File: src/rtl/wallet_pkg.sv
// Shared constants and FSM state type for the wallet access controller.
package wallet_pkg;

   localparam logic [1:0] ACC_NET = 2'b10;
   localparam logic [1:0] ACC_KEY = 2'b01;
   localparam logic [1:0] ACC_ADD = 2'b11;
   localparam logic [1:0] ACC_ILL = 2'b00;

   localparam logic FLD_NET = 1'b0;
   localparam logic FLD_KEY = 1'b1;

   typedef enum logic [2:0] {
      IDLE,
      RD,
      WAIT,
      WR,
      RESP
   } state_t;

endpackage

File: src/rtl/wallet_access_ctrl_if.sv
// Request/response channel between the access decoder side and the wallet controller.
interface wallet_access_ctrl_if #(
   parameter int DATA_W = 8
);

   logic              req_valid;
   logic              req_ready;
   logic [1:0]        access_type;
   logic              access_p2;
   logic              wren;
   logic [DATA_W-1:0] data_in;
   logic              rsp_valid;
   logic              rsp_ready;
   logic [DATA_W-1:0] rsp_data;
   logic              rsp_err;

   modport master (
      output req_valid, access_type, access_p2, wren, data_in, rsp_ready,
      input  req_ready, rsp_valid, rsp_data, rsp_err
   );

   modport slave (
      input  req_valid, access_type, access_p2, wren, data_in, rsp_ready,
      output req_ready, rsp_valid, rsp_data, rsp_err
   );

endinterface

File: src/rtl/wallet_sat_add.sv
// Net-money adder: unsigned balance plus signed delta.
// WALLET_SAT_EN selects clamping to [0, 2^DATA_W-1]; otherwise wrap and flag overflow.
module wallet_sat_add #(
   parameter int DATA_W = 8
) (
   input  logic [DATA_W-1:0]        base,
   input  logic signed [DATA_W-1:0] delta,
   output logic [DATA_W-1:0]        result,
   output logic                     ovf
);

   logic signed [DATA_W+1:0] wide;
   logic                     under;
   logic                     over;

   // Two guard bits: the top one is the sign (borrow), the next one is the carry.
   assign wide  = $signed({2'b00, base}) + $signed({{2{delta[DATA_W-1]}}, delta});
   assign under = wide[DATA_W+1];
   assign over  = !wide[DATA_W+1] && wide[DATA_W];

   always_comb begin
      result = wide[DATA_W-1:0];
      ovf    = 1'b0;
`ifdef WALLET_SAT_EN
      if (under) begin
         result = '0;
      end else if (over) begin
         result = '1;
      end
`else
      ovf = under | over;
`endif
   end

endmodule

File: src/rtl/wallet_access_ctrl.sv
// Wallet RAM sequencer: one read, write or read-modify-write add per request.
// Build option WALLET_SAT_EN makes the add saturate instead of wrapping.
module wallet_access_ctrl
   import wallet_pkg::*;
#(
   parameter int DATA_W = 8,
   parameter int ADDR_W = 4
) (
   input  logic                 clock,
   input  logic                 reset,
   wallet_access_ctrl_if.slave  bus,
   output logic [ADDR_W-1:0]    ram_addr,
   output logic                 ram_wren,
   output logic [DATA_W-1:0]    ram_data,
   input  logic [DATA_W-1:0]    ram_q,
   output logic                 busy
);

   state_t                   state;
   logic                     op_add;
   logic signed [DATA_W-1:0] delta;
   logic [DATA_W-1:0]        sum;
   logic                     ovf;

   function automatic logic [ADDR_W-1:0] wallet_addr(input logic p2, input logic fld);
      return {{(ADDR_W-2){1'b0}}, p2, fld};
   endfunction

   wallet_sat_add #(.DATA_W(DATA_W)) u_add (
      .base   (ram_q),
      .delta  (delta),
      .result (sum),
      .ovf    (ovf)
   );

   assign bus.req_ready = (state == IDLE);
   assign busy          = (state != IDLE);

   always_ff @(posedge clock) begin
      if (reset) begin
         state         <= IDLE;
         op_add        <= 1'b0;
         delta         <= '0;
         bus.rsp_valid <= 1'b0;
         bus.rsp_data  <= '0;
         bus.rsp_err   <= 1'b0;
         ram_wren      <= 1'b0;
         ram_addr      <= '0;
         ram_data      <= '0;
      end else begin
         case (state)
            IDLE: begin
               if (bus.req_valid) begin
                  op_add <= (bus.access_type == ACC_ADD) && bus.wren;
                  delta  <= bus.data_in;
                  if (bus.access_type == ACC_ILL) begin
                     bus.rsp_valid <= 1'b1;
                     bus.rsp_data  <= '0;
                     bus.rsp_err   <= 1'b1;
                     state         <= RESP;
                  end else begin
                     bus.rsp_err <= 1'b0;
                     // Only the key type addresses field 1; add always targets net money.
                     ram_addr    <= wallet_addr(bus.access_p2,
                                      (bus.access_type == ACC_KEY) ? FLD_KEY : FLD_NET);
                     if (bus.access_type == ACC_ADD || !bus.wren) begin
                        state <= RD;
                     end else begin
                        ram_wren <= 1'b1;
                        ram_data <= bus.data_in;
                        state    <= WR;
                     end
                  end
               end
            end
            RD: begin
               state <= WAIT;
            end
            WAIT: begin
               if (op_add) begin
                  ram_wren    <= 1'b1;
                  ram_data    <= sum;
                  bus.rsp_err <= ovf;
                  state       <= WR;
               end else begin
                  bus.rsp_valid <= 1'b1;
                  bus.rsp_data  <= ram_q;
                  state         <= RESP;
               end
            end
            WR: begin
               ram_wren      <= 1'b0;
               bus.rsp_valid <= 1'b1;
               bus.rsp_data  <= ram_data;
               state         <= RESP;
            end
            RESP: begin
               if (bus.rsp_ready) begin
                  bus.rsp_valid <= 1'b0;
                  state         <= IDLE;
               end
            end
            default: begin
               state <= IDLE;
            end
         endcase
      end
   end

endmodule

File: src/flat_wrapper.sv
// flat-port wrapper written by rule: the top's interface ports become plain ports
module wallet_access_ctrl_flat import wallet_pkg::*;
#(
   parameter int DATA_W = 8,
   parameter int ADDR_W = 4
)
  (clock, reset, ram_addr, ram_wren, ram_data, ram_q, busy, bus_req_valid, bus_access_type, bus_access_p2, bus_wren, bus_data_in, bus_rsp_ready, bus_req_ready, bus_rsp_valid, bus_rsp_data, bus_rsp_err);
  wallet_access_ctrl_if #(.DATA_W(DATA_W)) bus_i ();
  input  logic clock;
  input  logic reset;
  output logic [ADDR_W-1:0] ram_addr;
  output logic ram_wren;
  output logic [DATA_W-1:0] ram_data;
  input  logic [DATA_W-1:0] ram_q;
  output logic busy;
  input wire logic [$bits(bus_i.req_valid)-1:0] bus_req_valid;
  input wire logic [$bits(bus_i.access_type)-1:0] bus_access_type;
  input wire logic [$bits(bus_i.access_p2)-1:0] bus_access_p2;
  input wire logic [$bits(bus_i.wren)-1:0] bus_wren;
  input wire logic [$bits(bus_i.data_in)-1:0] bus_data_in;
  input wire logic [$bits(bus_i.rsp_ready)-1:0] bus_rsp_ready;
  output wire logic [$bits(bus_i.req_ready)-1:0] bus_req_ready;
  output wire logic [$bits(bus_i.rsp_valid)-1:0] bus_rsp_valid;
  output wire logic [$bits(bus_i.rsp_data)-1:0] bus_rsp_data;
  output wire logic [$bits(bus_i.rsp_err)-1:0] bus_rsp_err;
  assign bus_i.req_valid = bus_req_valid;
  assign bus_i.access_type = bus_access_type;
  assign bus_i.access_p2 = bus_access_p2;
  assign bus_i.wren = bus_wren;
  assign bus_i.data_in = bus_data_in;
  assign bus_i.rsp_ready = bus_rsp_ready;
  assign bus_req_ready = bus_i.req_ready;
  assign bus_rsp_valid = bus_i.rsp_valid;
  assign bus_rsp_data = bus_i.rsp_data;
  assign bus_rsp_err = bus_i.rsp_err;
  wallet_access_ctrl #(.DATA_W(DATA_W), .ADDR_W(ADDR_W)) u_core (.clock(clock), .reset(reset), .bus(bus_i), .ram_addr(ram_addr), .ram_wren(ram_wren), .ram_data(ram_data), .ram_q(ram_q), .busy(busy));
endmodule
File: config.mk
export PLATFORM = sky130hd
export DESIGN_NAME = wallet_access_ctrl_flat
export DESIGN_NICKNAME = d
export VERILOG_FILES = /design/src/rtl/wallet_pkg.sv /design/src/rtl/wallet_access_ctrl_if.sv /design/src/rtl/wallet_sat_add.sv /design/src/rtl/wallet_access_ctrl.sv /design/src/flat_wrapper.sv
export SDC_FILE = /design/constraint.sdc
export NUM_CORES = 1
export LEC_CHECK = 0
export BUFFER_PORTS_ARGS = -buffer_cell sky130_fd_sc_hd__buf_2
export CAP_MARGIN = 30
export CORE_UTILIZATION = 55
export CTS_BUF_LIST = sky130_fd_sc_hd__clkbuf_4 sky130_fd_sc_hd__clkbuf_8
export DETAILED_ROUTE_END_ITERATION = 16
export PLACE_DENSITY = 0.91
export SLEW_MARGIN = 20
export SYNTH_ARGS = -nofsm -noshare
export SYNTH_HDL_FRONTEND = slang
export SYNTH_SLANG_ARGS = --single-unit
File: constraint.sdc
create_clock -name clock -period 2.4 [get_ports clock]
set_input_delay 0.36 -clock clock [delete_from_list [all_inputs] [get_ports clock]]
set_output_delay 0.36 -clock clock [all_outputs]
set_load 0.1 [all_outputs]
== Word level (Yosys, flattened, before mapping) ==
Cells that the tools add are included.
Word-level totals
  input bits: 24
  word-level logic and storage cells: 74
  register bits after elaboration: 33
Cells by class
  equality and inequality tests: 13
  muxes and demuxes: 30
  reductions and logical operators: 19
  bitwise gates (word level): 2
  add/sub/neg operators: 1
Operator list (number)
  $mux 8: 7
  $pmux 8 s3: 1
  $pmux 8 s2: 1
  $pmux 3 s5: 1
  $reduce_and 5->1: 3
  $mux 1: 12
  $mux 3: 4
  $add 9x8->10: 1
  $ne 2x2->1 const B: 5
  $eq 3x2->1 const B: 2
  $reduce_and 3->1: 2
  $reduce_bool 3->1: 2
  $ne 2x1->1 const B: 2
  $pmux 1 s4: 1
  $reduce_and 2->1: 2
  $reduce_and 4->1: 1
  $reduce_bool 4->1: 1
  $eq 3x1->1 const B: 1
  $eq 3x3->1 const B: 1
  $logic_not 3->1: 1
  $pmux 1 s3: 1
  $eq 2x1->1 const B: 1
  $eq 2x2->1 const B: 1
  $logic_and 1x1->1: 2
  8 further kinds: 9

== Longest topological paths before layout ==
  depth in word-level cells: 6
  gate-level depth with buffers: 8
  gate-level depth less buffers: 8

== Cells and area by module ==
A second synthesis with hierarchy kept.
Unflattened totals
  cells, all modules: 221
  area total of the unflattened synthesis: 2000.7 um2
By module, submodules not included
  wallet_access_ctrl: area each 1649.1 um2, cells each 180, sequential area each 660.6 um2, instances 1
  wallet_sat_add: area each 351.6 um2, cells each 41, sequential area each 0.0 um2, instances 1

== Worst setup path after synthesis ==
OpenSTA, ideal clock, no wires.
  kind: reg-to-output
  from: reg u_core.state[2]
  to: out busy
  slack: -1.918 ns
  cell stages (with the launch flop): 4
  arrival: 3.958 ns
  path through: dfxtp_1 -> clkbuf_1 -> nor3_1 -> inv_1
On the way
  longest elaborated chain between the ends: 1
RTL lines
  start, declared: RTL line wallet_access_ctrl.sv:19  | state_t state;
  start signal, assigned: RTL line wallet_access_ctrl.sv:41  | state <= IDLE;
  start signal, assigned: RTL line wallet_access_ctrl.sv:60  | state <= RESP;
  start signal, assigned: RTL line wallet_access_ctrl.sv:67  | state <= RD;
  $reduce_bool 3->1: RTL line wallet_access_ctrl.sv:37  | assign busy = (state != IDLE);
  end, declared: RTL line flat_wrapper.sv:15  | output logic busy;
Every way passes these cells.

== Worst setup path after layout ==
  from: reg u_core.delta[1]
  to: reg u_core.bus.rsp_err
On the way
  longest elaborated chain between the ends: 6
RTL lines
  start, declared: RTL line wallet_access_ctrl.sv:21  | logic signed [DATA_W-1:0] delta;
  start signal, assigned: RTL line wallet_access_ctrl.sv:55  | delta <= bus.data_in;
  $add 9x8->10 *: RTL line wallet_sat_add.sv:17  | assign wide = $signed({2'b00, base}) + $signed({{2{delta[DATA_W-1]}}, delta});
  $logic_not 1->1: RTL line wallet_sat_add.sv:19  | assign over = !wide[DATA_W+1] && wide[DATA_W];
  $logic_and 1x1->1: RTL line wallet_sat_add.sv:19
  $or 1x1->1 *: RTL line wallet_sat_add.sv:31  | ovf = under | over;
  $mux 1 *: RTL line wallet_access_ctrl.sv:80  | if (op_add) begin
  $pmux 1 s2 *: RTL line wallet_access_ctrl.sv:51  | case (state)
  end signal, assigned: RTL line wallet_access_ctrl.sv:83  | bus.rsp_err <= ovf;
  end, declared: RTL line wallet_access_ctrl_if.sv:24  | output req_ready, rsp_valid, rsp_data, rsp_err
Mark *: on every way between the ends. The rest lies on a longest branch, timed or not. The select of a mux whose other input is x is not followed.
A chain may end at the register's enable or synchronous reset.

==> impl_metrics.csv <==
group,metric,value,unit
layout,nFillCells,297,
floorplanning,rows,21,
critical_path,r2r_slack,0.14,ns
synth,syn_inst,244,
floorplanning,fp.dieW,61.34,µm
synth,synth_warnings,0,
critical_path,cp.required,2.64,ns
critical_path,start_kind,"register",
layout,area_growth,18.48,%
layout,nNetsFinal,324,
layout,fin_util,68.23,%
drt,firstDrtPassIters,4,
hold_path,worstHoldStart,"bus_data_in[2]",
timing,slew_viol_final,0,
drt,vias,1917,
global_route,antenna_found_initial,0,
placed_design,place_ws,0.01937,ns
critical_path,crit_start,"u_core.delta[1]",
clocking,worstSkewPairLatency,0.35,ns
timing,post-route-period-util,94.16,%
global_route,grt_pass1_vias,1668,
drt,ant_nets,0,
global_route,grt_max_degree,35,
synth,synth_top_family_by_area,"simple AND/OR/NAND/NOR gates",
placed_design,io_buffers,46,
synth,ys_seq_area_share,34.11,%
pwr,ir_drop,0.0003608,V
drt,wl_met1,2200,µm
timing,rsz0062_at_grt,"false",
placed_design,gp_congestion,0.9312,
timing,tightest_slew,0.7265,ns
drt,routed_wl,4853,µm
layout,layout-drive-gt1-share,22.76,%
clocking,cts_buffers,5,
hold_path,hp-class,"input port to register",
layout,fin_cells,336,
layout,layout_common_cells,"buf_2, nor2_1, dfxtp_1",
floorplanning,coreArea,3363,µm²
timing,setup_viol,0,
layout,antennaDiodeCount,0,
drt,wl_met2,2310,µm
pwr,p_per_area,672.1,nW/µm²
clocking,clk_pin_slew_worst_paths,0.10,ns
timing,post-route-min-period,2.260,ns
clocking,cts.sinks,33,
timing,slew_headroom,51.57,%
timing,setup_slack,0.1403,ns
synth,synth_compound_area_share,20.54,%
synth,syn_area,1937,µm²
global_route,grt_usage,28.09,%
clocking,clk_path_buf_depth,2,
synth,synth-main-ff-cell,"dfxtp_1",
drt,routedWlPerCell,14.44,µm
drt,vias_per_cell,5.705,
clocking,h-tree-depth,2,
clocking,cts_tree,"built",
timing,hold_viol,0,
synth,postSynthAreaPerCell,7.938,µm²
critical_path,critPathKind,"register to register",
drt,remaining_drc_errors,0,
synth,synthMuxAreaShare,9.819,%
drt,met3_length,258,µm
floorplanning,die-area,3763,µm²
synth,synthAdderAreaFrac,6.848,%
critical_path,r2r-start,"u_core.delta[1]",
drt,top_layer_used,"met4",
synth,synth_edf_count,0,
synth,async_reset_ff_share,0,%
layout,layout_commonest_cell,"buf_2",
synth,ys_ff_latch,33,
floorplanning,initial_core_util,57.59,%
drt,drt_iter0_drc,89,
run,drv_cap,0,
timing,max_freq,442.5,MHz
clocking,root_buffer,"clkbuf_4",
global_route,grt_pass1_wl,7645,µm
placed_design,hpwl,3572,µm
placed_design,place_inst,329,
floorplanning,io_pins,49,
floorplanning,die_h,61.34,µm
pwr,total_leakage_power,1.016,nW
timing,fin_tns_setup,0,ns
critical_path,arrival,2.50,ns
status,outcome,"complete, no violations",
global_route,overflow,0,
pwr,power,1.542,mW
critical_path,crit_path_max_fanout,3,
clocking,hold_buffers,0,
synth,synth_cell_type_count,47,
timing,fin_skew,0.01278,ns
synth,synth_xor_area_share,0.4522,%
critical_path,setup.worst_path.end_class,"register",
synth,synthSimpleGateAreaFrac,22.67,%
==> layout make-up <==
type / count / area (µm²) / share of cell area [%]
Multi-Input combinational cell: 187 / 1194 / 52.02
Clock buffer: 7 / 58.81 / 2.563
Inverter: 9 / 33.78 / 1.472
Sequential cell: 33 / 660.6 / 28.79
Tap cell: 46 / 57.56 / 2.508
Timing Repair Buffer: 54 / 290.3 / 12.65
==> timing repair <==
action / CTS / global route
endpoints found under the setup margin: 0 / 2
gates resized for setup: 0 / 2
setup buffers: 0 / 0
==> worst max-delay path: stages, from the launching register on <==
cell      delay [ns]
dfxtp_1         0.34
ha_1            0.30
a211oi_2        0.26
o21ai_1         0.13
a221o_1         0.35
or4b_1          0.53
a31o_1          0.23
==> per-stage QoR <==
| step | hold slack [ns] | instance area, µm² |
|---|---|---|
| 5_1_grt | 0.2606 | 2295 |
| 2_1_floorplan | 0.4400 | 1952 |
| 4_1_cts | 0.2411 | 2288 |
| 6_report | 0.2457 | 2295 |
| 3_5_place_dp | 0.4519 | 2230 |
| 3_3_place_gp | 0.4459 | 2230 |
==> power breakdown <==
group / switching (mW) / internal, mW
registers: 0.0392 / 0.585
logic: 0.419 / 0.164
clock network: 0.186 / 0.149
total: 0.644 / 0.898
==> kinds of logic after synthesis <==
group	count (synthesis)
flip-flops	33
adder cells (fa/ha/maj)	10
AO/OA/AOI/OAI	60
AND/OR/NAND/NOR	95
multiplexers	19
other	1
XOR/XNOR	1
buffers and inverters	25
==> routing by layer <==
layer  vias to the layer above  GRT usage [%]
li1                        955              -
met1                       885          38.42
met2                        66          43.94
met3                        11          5.882
met4                         0          10.16
met5                         -              0
==> sequential cells by signal, indices dropped and copies added, names as in the netlist <==
| name | cells |
|---|---|
| u_core.bus.rsp_data | 8 |
| u_core.bus.rsp_err | 1 |
| u_core.bus.rsp_valid | 1 |
| u_core.delta | 8 |
| u_core.op_add | 1 |
| u_core.ram_addr | 2 |
| u_core.ram_data | 8 |
| u_core.ram_wren | 1 |
| u_core.state | 3 |
==> worst paths after layout <==
path | cells past startpoint | end
worst max-delay path | 6 | u_core.bus.rsp_err
worst min register to register | 2 | u_core.delta[6]
worst max register to register | 6 | u_core.bus.rsp_err
worst min-delay path | 3 | u_core.delta[2]
==> synthesized netlist by cell type (3+ instances only) <==
cell | instances | area share, %
nand3_1 | 3 | 0.77
o21ai_0 | 7 | 1.8
a21oi_1 | 19 | 4.9
dfxtp_1 | 33 | 34
a211oi_1 | 7 | 2.7
nor2_1 | 34 | 6.6
nor2b_1 | 4 | 1.3
inv_1 | 9 | 1.7
mux2i_1 | 19 | 9.8
nand3b_1 | 3 | 1.2
ha_1 | 9 | 5.8
nor3_1 | 10 | 2.6
nand2_1 | 28 | 5.4
clkbuf_1 | 12 | 2.3
o21a_1 | 3 | 1.2
Note: power is estimated with default switching activity, not from simulation.
